[src/rtl/known_ch_if.sv]
// known_ch_if: advert inputs and selected-CH outputs of the known-CH table
interface known_ch_if #(
  parameter int WORD_WIDTH = 16,
  parameter int DEPTH = 4,
  parameter int CNT_W = $clog2(DEPTH + 1)
);
  logic en_KCH;
  logic HB_reset;
  logic [WORD_WIDTH-1:0] node_ID;
  logic [WORD_WIDTH-1:0] fCH_ID;
  logic [WORD_WIDTH-1:0] fCH_Hops;
  logic [WORD_WIDTH-1:0] fCH_QValue;
  logic [WORD_WIDTH-1:0] chosenCH;
  logic [WORD_WIDTH-1:0] hopsFromCH;
  logic [WORD_WIDTH-1:0] chosenQ;
  logic kch_valid;
  logic kch_busy;
  logic [CNT_W-1:0] kch_count;
  logic kch_drop;
  modport master (
    output en_KCH, HB_reset, node_ID, fCH_ID, fCH_Hops, fCH_QValue,
    input chosenCH, hopsFromCH, chosenQ, kch_valid, kch_busy, kch_count, kch_drop
  );
  modport slave (
    input en_KCH, HB_reset, node_ID, fCH_ID, fCH_Hops, fCH_QValue,
    output chosenCH, hopsFromCH, chosenQ, kch_valid, kch_busy, kch_count, kch_drop
  );
endinterface

[src/rtl/known_ch_table.sv]
// known_ch_table: DEPTH-entry cluster-head advert table with sequential best-CH selection
module known_ch_table #(
  parameter int WORD_WIDTH = 16,
  parameter int DEPTH = 4,
  parameter int CNT_W = $clog2(DEPTH + 1)
) (
  input logic clk,
  input logic nrst,
  known_ch_if.slave bus
);
  localparam int IW = $clog2(DEPTH);
  typedef enum logic [1:0] {IDLE, SCAN, WRITE, SELECT} state_t;
  state_t state;
  logic [DEPTH-1:0] vld;
  logic [WORD_WIDTH-1:0] ids [DEPTH];
  logic [WORD_WIDTH-1:0] hops [DEPTH];
  logic [WORD_WIDTH-1:0] qs [DEPTH];
  logic [WORD_WIDTH-1:0] lId, lHops, lQ;
  logic [IW-1:0] idx, matchIdx, freeIdx, worstIdx, bestIdx, selIdx;
  logic matchHit, freeHit, worstHit, bestHit;
  logic last, curWorse, curBest, advBetter;

  // Q higher first, then fewer hops, then lower ID
  function automatic logic better(input logic [WORD_WIDTH-1:0] qa, ha, ia, qb, hb, ib);
    return qa > qb || (qa == qb && (ha < hb || (ha == hb && ia < ib)));
  endfunction

  always_comb begin
    last = idx == IW'(DEPTH - 1);
    curWorse = vld[idx] && (!worstHit || better(qs[worstIdx], hops[worstIdx], ids[worstIdx], qs[idx], hops[idx], ids[idx]));
    curBest = vld[idx] && (!bestHit || better(qs[idx], hops[idx], ids[idx], qs[bestIdx], hops[bestIdx], ids[bestIdx]));
    selIdx = curBest ? idx : bestIdx;
    advBetter = better(lQ, lHops, lId, qs[worstIdx], hops[worstIdx], ids[worstIdx]);
  end

  always_ff @(posedge clk or negedge nrst) begin
    if (!nrst) begin
      state <= IDLE;
      vld <= '0;
      idx <= '0;
      {matchIdx, freeIdx, worstIdx, bestIdx} <= '0;
      {matchHit, freeHit, worstHit, bestHit} <= '0;
      {lId, lHops, lQ} <= '0;
      bus.chosenCH <= '0;
      bus.hopsFromCH <= '1;
      bus.chosenQ <= '0;
      bus.kch_valid <= 1'b0;
      bus.kch_busy <= 1'b0;
      bus.kch_count <= '0;
      bus.kch_drop <= 1'b0;
    end else if (bus.HB_reset) begin
      state <= IDLE;
      vld <= '0;
      bus.chosenCH <= '0;
      bus.hopsFromCH <= '1;
      bus.chosenQ <= '0;
      bus.kch_valid <= 1'b0;
      bus.kch_busy <= 1'b0;
      bus.kch_count <= '0;
      bus.kch_drop <= 1'b0;
    end else begin
      bus.kch_drop <= bus.en_KCH && state != IDLE;
      case (state)
        IDLE: if (bus.en_KCH && bus.fCH_ID != bus.node_ID) begin
          {lId, lHops, lQ} <= {bus.fCH_ID, bus.fCH_Hops, bus.fCH_QValue};
          {matchHit, freeHit, worstHit} <= '0;
          idx <= '0;
          bus.kch_busy <= 1'b1;
          state <= SCAN;
        end
        SCAN: begin
          if (vld[idx] && ids[idx] == lId) {matchHit, matchIdx} <= {1'b1, idx};
          if (!vld[idx] && !freeHit) {freeHit, freeIdx} <= {1'b1, idx};
          if (curWorse) {worstHit, worstIdx} <= {1'b1, idx};
          idx <= idx + 1'b1;
          if (last) state <= WRITE;
        end
        WRITE: begin
          if (matchHit) begin
            hops[matchIdx] <= lHops;
            qs[matchIdx] <= lQ;
          end else if (freeHit) begin
            vld[freeIdx] <= 1'b1;
            {ids[freeIdx], hops[freeIdx], qs[freeIdx]} <= {lId, lHops, lQ};
            bus.kch_count <= bus.kch_count + CNT_W'(1);
          end else if (advBetter) begin
            {ids[worstIdx], hops[worstIdx], qs[worstIdx]} <= {lId, lHops, lQ};
          end else bus.kch_drop <= 1'b1;
          idx <= '0;
          bestHit <= 1'b0;
          state <= SELECT;
        end
        default: begin
          bestHit <= bestHit | vld[idx];
          bestIdx <= selIdx;
          idx <= idx + 1'b1;
          if (last) begin
            bus.chosenCH <= (bestHit | vld[idx]) ? ids[selIdx] : '0;
            bus.hopsFromCH <= (bestHit | vld[idx]) ? hops[selIdx] : '1;
            bus.chosenQ <= (bestHit | vld[idx]) ? qs[selIdx] : '0;
            bus.kch_valid <= bus.kch_count != '0;
            bus.kch_busy <= 1'b0;
            state <= IDLE;
          end
        end
      endcase
    end
  end
endmodule

[src/flat_wrapper.sv]
// flat-port wrapper written by rule: the top's interface ports become plain ports
module known_ch_table_flat 
#(
  parameter int WORD_WIDTH = 16,
  parameter int DEPTH = 4,
  parameter int CNT_W = $clog2(DEPTH + 1)
)
  (clk, nrst, bus_en_KCH, bus_HB_reset, bus_node_ID, bus_fCH_ID, bus_fCH_Hops, bus_fCH_QValue, bus_chosenCH, bus_hopsFromCH, bus_chosenQ, bus_kch_valid, bus_kch_busy, bus_kch_count, bus_kch_drop);
  known_ch_if #(.WORD_WIDTH(WORD_WIDTH), .DEPTH(DEPTH), .CNT_W(CNT_W)) bus_i ();
  input logic clk;
  input logic nrst;
  input wire logic [$bits(bus_i.en_KCH)-1:0] bus_en_KCH;
  input wire logic [$bits(bus_i.HB_reset)-1:0] bus_HB_reset;
  input wire logic [$bits(bus_i.node_ID)-1:0] bus_node_ID;
  input wire logic [$bits(bus_i.fCH_ID)-1:0] bus_fCH_ID;
  input wire logic [$bits(bus_i.fCH_Hops)-1:0] bus_fCH_Hops;
  input wire logic [$bits(bus_i.fCH_QValue)-1:0] bus_fCH_QValue;
  output wire logic [$bits(bus_i.chosenCH)-1:0] bus_chosenCH;
  output wire logic [$bits(bus_i.hopsFromCH)-1:0] bus_hopsFromCH;
  output wire logic [$bits(bus_i.chosenQ)-1:0] bus_chosenQ;
  output wire logic [$bits(bus_i.kch_valid)-1:0] bus_kch_valid;
  output wire logic [$bits(bus_i.kch_busy)-1:0] bus_kch_busy;
  output wire logic [$bits(bus_i.kch_count)-1:0] bus_kch_count;
  output wire logic [$bits(bus_i.kch_drop)-1:0] bus_kch_drop;
  assign bus_i.en_KCH = bus_en_KCH;
  assign bus_i.HB_reset = bus_HB_reset;
  assign bus_i.node_ID = bus_node_ID;
  assign bus_i.fCH_ID = bus_fCH_ID;
  assign bus_i.fCH_Hops = bus_fCH_Hops;
  assign bus_i.fCH_QValue = bus_fCH_QValue;
  assign bus_chosenCH = bus_i.chosenCH;
  assign bus_hopsFromCH = bus_i.hopsFromCH;
  assign bus_chosenQ = bus_i.chosenQ;
  assign bus_kch_valid = bus_i.kch_valid;
  assign bus_kch_busy = bus_i.kch_busy;
  assign bus_kch_count = bus_i.kch_count;
  assign bus_kch_drop = bus_i.kch_drop;
  known_ch_table #(.WORD_WIDTH(WORD_WIDTH), .DEPTH(DEPTH), .CNT_W(CNT_W)) u_core (.clk(clk), .nrst(nrst), .bus(bus_i));
endmodule
[config.mk]
export PLATFORM = sky130hd
export DESIGN_NAME = known_ch_table_flat
export DESIGN_NICKNAME = d
export VERILOG_FILES = /design/src/rtl/known_ch_if.sv /design/src/rtl/known_ch_table.sv /design/src/flat_wrapper.sv
export SDC_FILE = /design/constraint.sdc
export NUM_CORES = 1
export LEC_CHECK = 0
export CORE_MARGIN = 2
export CORE_UTILIZATION = 66
export CTS_CLUSTER_SIZE = 16
export DETAILED_ROUTE_END_ITERATION = 10
export GPL_ROUTABILITY_DRIVEN = 0
export MAX_ROUTING_LAYER = met4
export PLACE_DENSITY = 0.87
export SLEW_MARGIN = 30
export SYNTH_ARGS = -nofsm -noshare
export SYNTH_HDL_FRONTEND = slang
export SYNTH_SLANG_ARGS = --single-unit
[constraint.sdc]
create_clock -name clk -period 9.5 [get_ports clk]
set_input_delay 1.9 -clock clk [delete_from_list [all_inputs] [get_ports clk]]
set_output_delay 1.9 -clock clk [all_outputs]
set_load 0.03 [all_outputs]
==> results of run 1 <==
[worst min-delay path by stage]
| stage | depth (start not counted) | startpoint | endpoint | slack (ps) |
|---|---|---|---|---|
| 5_1_grt | 2 | u_core.bus.chosenQ[8]$_DFFE_PN0P_ | u_core.bus.chosenQ[8]$_DFFE_PN0P_ | 530 |
| 4_1_cts | 2 | u_core.bus.chosenQ[8]$_DFFE_PN0P_ | u_core.bus.chosenQ[8]$_DFFE_PN0P_ | 500 |
| 3_5_place_dp | 2 | u_core.bus.chosenCH[5]$_DFFE_PN0P_ | u_core.bus.chosenCH[5]$_DFFE_PN0P_ | 480 |
| 2_1_floorplan | 2 | u_core.vld[2]$_DFFE_PN0P_ | u_core.vld[2]$_DFFE_PN0P_ | 460 |
| 3_3_place_gp | 2 | u_core.vld[2]$_DFFE_PN0P_ | u_core.vld[2]$_DFFE_PN0P_ | 470 |
| 6_report | 2 | u_core.bus.chosenQ[8]$_DFFE_PN0P_ | u_core.bus.chosenQ[8]$_DFFE_PN0P_ | 500 |
[metrics by stage]
| stage | total power, uW | cell area [um^2] | util (%) | hold slack, ps |
|---|---|---|---|---|
| detailed placement | 3950 | 22600 | 72.2 | 480 |
| global placement | 3820 | 22400 | 71.7 | 474 |
| floorplan | 3310 | 20900 | - | 457 |
| global route | 5710 | 23800 | 76.0 | 534 |
| CTS | 5410 | 23800 | 76.0 | 504 |
| finish | 5470 | 23800 | 76.0 | 502 |
[cell type report]
type | instances | area share (%)
multi-input cells | 1139 | 46.8
flip-flops and latches | 314 | 37.2
repair buffers | 150 | 6.41
clock buffers | 44 | 4.03
inverters | 154 | 2.43
well taps | 402 | 2.11
clock inverters | 18 | 1.01
[logic make-up (layout without fill, tap and decap cells)]
kind of cell / count (synthesis) / after routing / share of synthesized area (%)
fa+ha+maj: 148 / 148 / 8.87
buf+inv: 247 / 366 / 4.87
compound gates: 244 / 244 / 8.33
xor+xnor: 34 / 34 / 1.43
flops: 314 / 314 / 42.3
mux: 284 / 284 / 22.6
simple gates: 429 / 429 / 11.5
[cells in the final DEF (no fill, tap or decap), types with 9 or more instances in the layout]
| master | n |
|---|---|
| edfxtp_1 | 192 |
| and2_1 | 177 |
| inv_1 | 154 |
| ha_1 | 148 |
| mux4_2 | 145 |
| clkdlybuf4s50_1 | 120 |
| dfrtp_1 | 100 |
| mux2i_1 | 83 |
| a21oi_1 | 66 |
| nand2_1 | 65 |
| mux2_2 | 54 |
| nor2_1 | 50 |
| clkbuf_16 | 35 |
| o221ai_1 | 32 |
| nor2b_1 | 31 |
| nand4_1 | 28 |
| o21ai_0 | 27 |
| o21a_1 | 26 |
| buf_4 | 25 |
| a21o_1 | 24 |
| nand3_1 | 22 |
| xor2_1 | 20 |
| dfstp_2 | 16 |
| xnor2_1 | 14 |
| nand2b_1 | 13 |
| o211ai_1 | 10 |
| a221oi_2 | 10 |
| nor3_1 | 9 |
[per-layer routing]
layer | vias to the layer above | track usage [%]
li1 | 6553 | -
met1 | 7625 | 46.5
met2 | 1101 | 57.5
met3 | 252 | 7.66
met4 | 0 | 15.1
met5 | - | -
[tightest hold or removal path, delay by kind of cell, from the launching register on]
kind / cells / cell delay, ps
DFF: 1 / 350
AOI/OAI and AO/OA: 1 / 60
and+or+nand+nor: 1 / 50
[report_power, final]
part | total [uW] | switching, uW | leakage (uW) | internal [uW]
Combinational | 2070 | 1080 | 0.00623 | 982
Clock | 1430 | 555 | 0.000597 | 878
Sequential | 1970 | 330 | 0.00320 | 1640
==> flow_metrics.tcl, run 1 <==
set metrics [dict create \
    status "finished clean" \
    yosysMostFrequentCell "edfxtp_1" \
    ys.flop_type "edfxtp_1" \
    p_per_area_nw_per_um2 230 \
    drc_errors 0 \
    wl_per_cell_um 25.8 \
    multiInputGateArea_um2 11100 \
    crit_end "u_core.bus.chosenQ[0]$_DFFE_PN0P_" \
    period_share_pct 66.5 \
    diodes 0 \
    wl_met1_mm 20.7 \
    ys_warn_count 0 \
    finalNetCount 2010 \
    clk-insertion-delay-late_ps 530 \
    setup_violations 0 \
    routed-wl-met3_mm 6.91 \
    drive_gt1_share_pct 18.6 \
    drtPass1Iterations 6 \
    die-width_um 182 \
    synth_top_area_share_pct 27.6 \
    syn_avg_cell_area_um2 12.3 \
    io_pins 122 \
    synthTopCellsByArea "edfxtp_1 28%, mux4_2 16%, dfrtp_1 13%, ha_1 8.9%, and2_1 5.3%" \
    rr_endpoint "u_core.bus.chosenQ[0]$_DFFE_PN0P_" \
    crit_chain "buf_4 > mux4_2 > ha_1 > nand4_1 > nor4_1 > nand2_1 > a21oi_1 > mux2_2 > nor2_8 > buf_4 > mux2i_1 > o221ai_1" \
    start_util_pct 66.7 \
    drv_cap 0 \
    rrSetupSlack_ps 3180 \
    slew_violations 0 \
    vdd_drop_max_mv 0.156 \
    root_buffer "clkbuf_16" \
    core-area_um2 31300 \
    netlist_area_um2 20900 \
    ant_nets 0 \
    rows 65 \
    drt_iter0_drc 1958 \
    cp_common_cell "buf_4" \
    synth-seq-cells 314 \
    worst_slack_ps 3180 \
    crit_type "reg -> reg" \
    synth_edf_count 192 \
    path_delay_family "simple AND/OR/NAND/NOR gates" \
    cp_slowest_cell "nor2_8" \
    place_inst 2159 \
    grt_start_max_net_pins 50 \
    relSlewSlack_pct 31.5 \
    r2r-start "u_core.idx[1]$_DFFE_PN0P_" \
    grt_pass1_vias 16000 \
    worst_setup_path_end_kind "flop" \
    tns_ps 0 \
    cts_buffers 35 \
    worstPathRequired_ps 9850 \
    async_flop_share_pct 38.9 \
    fmax_mhz 158 \
    regArea_um2 8850 \
    dieArea_um2 33100 \
    ys_types 64 \
    antenna_found_initial 0 \
    cts_buffer_depth 3 \
    postCtsHoldBufs 0 \
    vias 15500 \
    chipHeight_um 182 \
    dp_hpwl_mm 37.5 \
    hold_class "reg -> reg" \
    seq_area_frac_synth_pct 42.3 \
    synth_top_cell_by_area "edfxtp_1" \
    syn-num-nets 1916 \
    ctsResizeCount 0 \
    skew_ps 26.5 \
    viasPerCell 6.99 \
    clkSinkCount 314 \
    path_depth 12 \
    wl_met2_mm 27.1 \
    start_kind "flop" \
    io_buffers 121 \
    layoutNonFillerInstCount 2221 \
    arrival_ps 6670 \
    cp_slowest_stage_delay_ps 820 \
    cp_max_fo 40 \
    hold_viol 0 \
    clk_pin_slew_ps 60 \
    p_leak_uw 0.0100 \
    place_ws_ps 3340 \
    grtUsageTotal_pct 36.5 \
    drt-total-wl_mm 57.4 \
    cp-startpoint "u_core.idx[1]$_DFFE_PN0P_" \
    top_layer "met4" \
    rsz0062_at_grt "false" \
    path_buf_inv 2 \
    netlist_instances 1700 \
    cts_tree "yes" \
    post_cts_buffers 0 \
    min_period_ps 6320 \
    grt_pass1_wl_mm 89.1 \
    worst_pin_slew_ps 1030 \
    area_growth_pct 14.0 \
    r2r_cells 12 \
    nFillCells 1877 \
    grt_overflow 0 \
    ctsHtreeMaxLevel 2 \
    synth_common_cells "192 x edfxtp_1, 178 x and2_1, 154 x inv_1, 148 x ha_1, 145 x mux4_2" \
]
(Power assumes the default switching activity.)
==> run 2, diff against run 1 <==
CORE_UTILIZATION = 61   (was 66)
PLACE_DENSITY = 0.81   (was 0.87)
clock period = 6.4 ns   (was 9.5 ns; I/O delays follow)
==> run 2 against run 1 <==
Sequential share of layout area shrank 0.17 points. Total power rose by 47%. Non-clock buffer count increased by 9. Setup slack worse by 2100 ps. Clock power increased by 48%. Final area increased by 0.45%. Combinational power increased by 44%. Fmax increased by 18%. Worst hold slack got worse by 9.6 ps. First-iteration DRC count fell by 20%. Sequential cell count unchanged. Largest power group unchanged.
==> flow_metrics.tcl, run 2 (synthesis gave the netlist of run 1 again) <==
set metrics [dict create \
    status "finished clean" \
    place_inst 2213 \
    area_growth_pct 14.5 \
    min_to "u_core.bus.chosenCH[12]$_DFFE_PN0P_" \
    clk_pin_slew_ps 70 \
    grt_start_max_net_pins 48 \
    ant_nets 0 \
    ctsHtreeMaxLevel 2 \
    skew_ps 27.3 \
    period_share_pct 83.8 \
    rrSetupSlack_ps 1040 \
    slew_violations 0 \
    worst_pin_slew_ps 1070 \
    worst_setup_path_end_kind "flop" \
    min_period_ps 5360 \
    grt_pass1_vias 15900 \
    io_pins 122 \
    p_leak_uw 0.0101 \
    hold_class "reg -> reg" \
    antenna_found_initial 1 \
    grtUsageTotal_pct 33.3 \
    cts_tree "yes" \
    drt-total-wl_mm 56.1 \
    worstPathRequired_ps 6760 \
    finalHoldWorstSlack_ps 492 \
    place_ws_ps 1080 \
    dieArea_um2 35700 \
    cts_buffer_depth 3 \
    rr_endpoint "u_core.bus.chosenQ[11]$_DFFE_PN0P_" \
    r2r-start "u_core.bestIdx[0]$_DFFE_PN0P_" \
    p_total_uw 8030 \
    root_buffer "clkbuf_16" \
    worst_slack_ps 1040 \
    die-width_um 189 \
    min_from "u_core.bus.chosenCH[12]$_DFFE_PN0P_" \
    rsz0062_at_grt "false" \
    wl_per_cell_um 24.6 \
    cp_max_fo 34 \
    cts_buffers 37 \
    drt_iter0_drc 1567 \
    clkSinkCount 314 \
    layoutNonFillerInstCount 2283 \
    p_per_area_nw_per_um2 336 \
    postCtsHoldBufs 0 \
    tns_ps 0 \
    layout_commonest_cell "edfxtp_1" \
    grt_pass1_wl_mm 88.7 \
    finalNetCount 2021 \
    arrival_ps 5720 \
    core-area_um2 33600 \
    vdd_drop_max_mv 0.232 \
    clk-insertion-delay-late_ps 550 \
    rows 67 \
    drc_errors 0 \
    io_buffers 121 \
    drv_cap 0 \
    viasPerCell 6.61 \
    vias 15100 \
    setup_violations 0 \
    final_cell_mix "192 x edfxtp_1, 178 x and2_1, 154 x inv_1" \
    post_cts_buffers 0 \
    drive_gt1_share_pct 19.0 \
    r2r_cells 13 \
    hold_depth 2 \
    drtPass1Iterations 6 \
    relSlewSlack_pct 28.8 \
    grt_overflow 0 \
    ctsResizeCount 0 \
    start_kind "flop" \
    dp_hpwl_mm 37.6 \
    crit_type "reg -> reg" \
    hold_viol 0 \
    nFillCells 2267 \
    fmax_mhz 186 \
    start_util_pct 62.1 \
    chipHeight_um 189 \
]
run 2: per-stage QoR:
| step | util (%) | instance area [um^2] |
|---|---|---|
| after detailed placement | 67.4 | 22700 |
| after floorplan | - | 20900 |
| after CTS | 71.0 | 23900 |
| after global placement | 67.3 | 22600 |
| final | 71.1 | 23900 |
| after global routing | 71.1 | 23900 |
run 2: worst max-delay path by stage:
stage                                   start                            endpoint  slack (ps)  depth (start not counted)
2_1_floorplan  u_core.worstIdx[0]$_DFFE_PN0P_            u_core.hops[0]$_DFFE_PP_         120                         15
5_1_grt         u_core.bestIdx[0]$_DFFE_PN0P_  u_core.bus.chosenQ[11]$_DFFE_PN0P_         780                         14
6_report        u_core.bestIdx[0]$_DFFE_PN0P_  u_core.bus.chosenQ[11]$_DFFE_PN0P_        1040                         13
4_1_cts         u_core.bestIdx[0]$_DFFE_PN0P_  u_core.bus.chosenQ[14]$_DFFE_PN0P_        1080                         14
3_3_place_gp    u_core.bestIdx[0]$_DFFE_PN0P_   u_core.bus.chosenQ[0]$_DFFE_PN0P_        1290                         13
3_5_place_dp    u_core.bestIdx[0]$_DFFE_PN0P_  u_core.bus.chosenQ[14]$_DFFE_PN0P_        1080                         14
run 2: power breakdown:
part | internal, uW | switching (uW)
logic | 1450 | 1540
registers | 2440 | 478
clock network | 1270 | 854
total | 5150 | 2870
run 2: metal layers:
metal / GRT usage, % / vias to the layer above / routed length [um] / share of wire (%)
met2: 52.0 / 849 / 26600 / 47
met5: - / - / 0 / 0
li1: - / 6577 / - / -
met3: 6.93 / 146 / 5730 / 10
met4: 12.4 / 0 / 1800 / 3.2
met1: 43.4 / 7530 / 22000 / 39
run 2: worst max-delay path, cell delays in order, from the launching register on:
cell	delay, ps
dfrtp_4	920
buf_4	350
mux4_2	520
inv_1	70
ha_1	170
nand4_1	190
nor4_1	580
nand2_1	200
a21oi_1	230
mux2_2	560
nor2_8	490
buf_4	450
mux2i_1	260
o221ai_1	150
run 2: cell type report:
| class | instances | area (um^2) | area share, % |
|---|---|---|---|
| multi-input combinational | 1139 | 11100 | 46.6 |
| tap | 448 | 561 | 2.34 |
| sequential | 314 | 8850 | 37.0 |
| inverter | 154 | 578 | 2.42 |
| clock inverter | 14 | 130 | 0.544 |
| clock buffer | 54 | 1090 | 4.57 |
| timing repair buffer | 159 | 1560 | 6.52 |
| antenna | 1 | 2.50 | 0.0105 |
==> run 3, diff against run 2 <==
CORE_UTILIZATION = 55   (was 61)
PLACE_DENSITY = 0.77   (was 0.81)
clock period = 4.7 ns   (was 6.4 ns; I/O delays follow)
==> run 3 against run 2 <==
Sequential power grew 35%. Fmax grew 19%. Final cell count grew 3.4%. Combinational power grew 37%. Critical path depth is the same. Via count grew 0.24%. Sequential share of layout area shrank 0.55 points. Clock skew shrank 6.2 ps. Clock power grew 37%. Worst hold slack lost 160 ps. Routed wire length grew 1.8%. Final area grew 1.5%. Critical path type unchanged. Largest power group unchanged.
==> flow_metrics.tcl, run 3 (synthesis gave the netlist of run 1 again) <==
set metrics [dict create \
    status "finished clean" \
    design_area_um2 24300 \
    antenna_found_initial 0 \
    dp_hpwl_mm 39.4 \
    post_cts_buffers 0 \
    power_frac_comb_pct 37.4 \
    diodes 0 \
    clkSinkCount 314 \
    hold_viol 0 \
    cts_buffer_depth 3 \
    grt_start_max_net_pins 47 \
    root_buffer "clkbuf_16" \
    cp_max_fo 45 \
    worst_pin_slew_ps 790 \
    setup_violations 0 \
    area_growth_pct 16.3 \
    slew_violations 0 \
    start_util_pct 55.7 \
    clk-insertion-delay-late_ps 540 \
    worst_setup_path_end_kind "flop" \
    cp_slowest_stage_delay_ps 620 \
    place_inst 2297 \
    drc_errors 0 \
    postCtsHoldBufs 0 \
    core-area_um2 37500 \
    final_cell_mix "192 x edfxtp_1, 178 x and2_1, 154 x inv_1" \
    wl_per_cell_um 24.2 \
    grt_pass1_wl_mm 88.4 \
    finalNetCount 2040 \
    arrival_ps 4880 \
    regArea_um2 8850 \
    die-width_um 199 \
    internal_power_uw 7080 \
    rrSetupSlack_ps 210 \
    grtUsageTotal_pct 30.5 \
    tns_ps 0 \
    ctsHtreeMaxLevel 2 \
    multiInputGateArea_um2 11100 \
    layoutNonFillerInstCount 2361 \
    clkPwrFrac_pct 26.6 \
    min_period_ps 4490 \
    nFillCells 2811 \
    fmax_mhz 223 \
    p_total_uw 10900 \
    ant_nets 0 \
    dieArea_um2 39500 \
    drtPass1Iterations 5 \
    post_dp_cell_area_um2 23000 \
    crit_chain "buf_12 > mux4_2 > ha_1 > nand4_1 > nor2_1 > nand4_1 > a221oi_2 > a21oi_1 > mux2_2 > nor2_8 > buf_12 > mux2i_1 > o221ai_1" \
    period_share_pct 95.5 \
    clk_pin_slew_ps 60 \
    start_kind "flop" \
    cts_buffers 35 \
    grt_pass1_vias 15600 \
    finalHoldWorstSlack_ps 336 \
    relSlewSlack_pct 47.0 \
    chipHeight_um 199 \
    io_pins 122 \
    skew_ps 21.0 \
    drv_cap 0 \
    drt-total-wl_mm 57.1 \
    ctsResizeCount 0 \
    pwr-share-seq_pct 35.9 \
    path_buf_inv 2 \
    io_buffers 121 \
    cts_tree "yes" \
    p_per_area_nw_per_um2 450 \
    path_delay_family "multiplexers" \
    layout_commonest_cell "edfxtp_1" \
    rsz0062_at_grt "false" \
    worstPathRequired_ps 5090 \
    hold_class "in -> async" \
    p_leak_uw 0.0102 \
    vdd_drop_max_mv 0.340 \
    vias 15100 \
    p_sw_uw 3850 \
    drt_iter0_drc 1241 \
    grt_overflow 0 \
    viasPerCell 6.41 \
    cp_slowest_cell "dfrtp_4" \
    crit_type "reg -> reg" \
    switching_share_pct 35.2 \
    drive_gt1_share_pct 19.8 \
    rows 71 \
]
run 3: cell count changes in the layout (fill, tap and decap cells not counted), sizes merged:
| cell | previous run | this run |
|---|---|---|
| clkinvlp | 3 | 1 |
| bufinv | 2 | 5 |
| buf | 39 | 60 |
| diode | 1 | 0 |
| clkinv | 8 | 10 |
| clkbuf | 54 | 45 |
| inv | 155 | 156 |
run 3: metal layers:
layer  vias to the layer above  global-route usage [%]  part of all wire [%]
li1                       6615                       -                     -
met1                      7683                    40.1                    41
met2                       726                    48.5                    48
met3                       114                    5.02                   8.4
met4                         0                    10.6                   2.8
met5                         -                       -                     0
run 3: power groups by stage:
stage	clock network (uW)	registers (uW)	logic [uW]
floorplan	0	3640	3060
global placement	0	3950	3880
detailed placement	0	3960	4000
CTS	2940	3910	4050
global route	3040	3980	4510
finish	2910	3930	4090
run 3: worst register-to-register path: cells and delay by family (launching register included):
kind | cells | cell delay, ps
muxes | 3 | 1270
and+or+nand+nor | 4 | 830
AOI/OAI and AO/OA | 3 | 700
DFF | 1 | 620
buffers and inverters | 2 | 620
adders and majority gates | 1 | 310
run 3: area by class of cell:
cell class	count	share of cell area (%)
clock inverter	18	0.913
tap	511	2.63
multi-input combinational	1139	45.9
clock buffer	45	4.10
timing repair buffer	180	7.62
sequential	314	36.5
inverter	154	2.38
run 3: final timing paths:
check                           depth (start not counted)                               start                            endpoint
worst max register to register                         13           u_core.idx[0]$_DFFE_PN0P_   u_core.bus.chosenQ[6]$_DFFE_PN0P_
worst min register to register                          2  u_core.bus.chosenCH[6]$_DFFE_PN0P_  u_core.bus.chosenCH[6]$_DFFE_PN0P_
min in group clk                                        2  u_core.bus.chosenCH[6]$_DFFE_PN0P_  u_core.bus.chosenCH[6]$_DFFE_PN0P_
worst max-delay path                                   13           u_core.idx[0]$_DFFE_PN0P_   u_core.bus.chosenQ[6]$_DFFE_PN0P_
max in group asynchronous                               3                                nrst       u_core.bestIdx[0]$_DFFE_PN0P_
worst min-delay path                                    1                                nrst        u_core.lHops[11]$_DFFE_PN0P_
run 3: through the flow:
step	setup slack, ps	util, %
floorplan	-169	-
global placement	40.5	61.3
detailed placement	57.1	61.4
CTS	5.35	64.6
global route	32.4	64.7
finish	211	64.7
==> patch: new RTL, settings of run 3 <==
Make the reset (`nrst`) synchronous in one clocked block.
--- a/src/rtl/known_ch_table.sv
+++ b/src/rtl/known_ch_table.sv
@@ -33,7 +33,7 @@
     advBetter = better(lQ, lHops, lId, qs[worstIdx], hops[worstIdx], ids[worstIdx]);
   end
 
-  always_ff @(posedge clk or negedge nrst) begin
+  always_ff @(posedge clk) begin
     if (!nrst) begin
       state <= IDLE;
       vld <= '0;
Function: not settled (the Yosys comparison gave no result); the edit may change what the design does.
==> patch against run 3 <==
Cell count is 1.7% higher; setup slack worse by 0.037 ns; worst hold slack better by 0.14 ns; count of clock-buffer cells in the layout is 3 higher; area after synthesis is 2.7% lower; highest routed layer unchanged; critical path depth is 1 lower; sequential cell count stayed put; design area is 2.3% lower; wire length is 2.7% lower; clock skew hardly changed; synthesized cell count is 4.7% higher.
Power is not compared: it rests on default switching activity, and its combinational part moved more than twofold at a synthesized area within 25%.
==> patch: results (changes against run 3) <==
Worst setup path:
- The worst setup path endpoint was u_core.bus.chosenCH[3] (was u_core.bus.chosenQ[6]).
- The critical path's top delay family is compound AO/OA/AOI/OAI gates (was multiplexers).
- The critical-path cell with the highest stage delay is sky130_fd_sc_hd__dfxtp_4 (was sky130_fd_sc_hd__dfrtp_4).
- The data arrival time at the worst-slack endpoint is 4.94 ns (was 4.88 ns).
- The largest stage delay on the critical path was 0.58 ns (was 0.62 ns).
- The biggest fanout along the worst timing path is 19 (was 45).

Cells and area:
- The final net count is 2120 (was 2040).
- The fraction of final layout cells sized beyond drive strength 1 is 16.0% (was 19.8%).

Global routing:
- The largest net degree at the start of global routing is 50 (was 47).
- The via count of the first global-routing pass came to 15500 (was 15600).
- The global-route wire length before repair is 85800 um (was 88400 um).
- The number of antenna violations at the first check in global routing was 1 (was 0).

Synthesis:
- The sequential fraction of the synthesis area is 40.4% (was 42.3%).
- Cells taking the most area after synthesis: sky130_fd_sc_hd__edfxtp_1 (28%), sky130_fd_sc_hd__mux4_2 (16%), sky130_fd_sc_hd__dfxtp_1 (12%) (was sky130_fd_sc_hd__edfxtp_1 (28%), sky130_fd_sc_hd__mux4_2 (16%), sky130_fd_sc_hd__dfrtp_1 (13%)).
- List of most frequent post-synthesis cells: sky130_fd_sc_hd__edfxtp_1 (192), sky130_fd_sc_hd__nand2_1 (180), sky130_fd_sc_hd__and2_1 (178), sky130_fd_sc_hd__inv_1 (154), sky130_fd_sc_hd__ha_1 (148) (was sky130_fd_sc_hd__edfxtp_1 (192), sky130_fd_sc_hd__and2_1 (178), sky130_fd_sc_hd__inv_1 (154), sky130_fd_sc_hd__ha_1 (148), sky130_fd_sc_hd__mux4_2 (145)).
- The net count of the mapped netlist is 1996 (was 1916).
- The distinct cell type count after synthesis came to 55 (was 64).

Timing:
- The worst clock skew on the final layout is 0.0213 ns (was 0.0210 ns).
- The worst hold slack after final layout came to 0.475 ns (was 0.336 ns).

Detailed routing:
- The via count of the routed design was 15200 (was 15100).
- The first-pass detailed-route iteration total is 6 (was 5).
- The post-detailed-route wirelength per cell is 23.1 um (was 24.2 um).

Run status:
- Run status: finished, final reports clean (unchanged).

Placed design:
- The HPWL reported at the end of detailed placement is 38400 um (was 39400 um).
- The placed instance area came to 0.0224 sq mm (was 0.0230 sq mm).
- The number of placed instances, taps included was 2332 (was 2297).

Hold path:
- The class of the tightest hold or removal check is reg -> reg (was in -> async).

CTS:
- The number of clock buffers inserted by TritonCTS is 37 (was 35).
patch: metal layers:
metal | vias to the layer above | GRT usage [%] | routed length [um]
met2 | 756 | 47.3 | 26100
li1 | 6814 | - | -
met4 | 0 | 11.7 | 1770
met3 | 124 | 6.81 | 5630
met1 | 7456 | 38.3 | 22100
met5 | - | - | 0
patch: cells by family after synthesis:
kind of cell	after synthesis	synth area share [%]
buf+inv	253	5.12
flops	314	40.4
xor+xnor	34	1.47
mux	249	21.6
compound gates	268	9.02
simple gates	514	13.2
fa+ha+maj	148	9.12
patch: power groups by stage:
stage                     registers (uW)  clock network (uW)  logic [uW]
after floorplan                     3000                   0         185
after global placement              3020                   0         313
after detailed placement            3020                   0         322
after CTS                           2960                3030         324
after global routing                2970                3150         358
final                               2960                3010         327
patch: cell type report:
class	instances	area (sq um)
timing repair buffer	184	1930
multi-input combinational	1213	11100
sequential	314	8220
fill	2689	12700
inverter	154	578
clock inverter	20	216
tap	468	586
clock buffer	48	1060
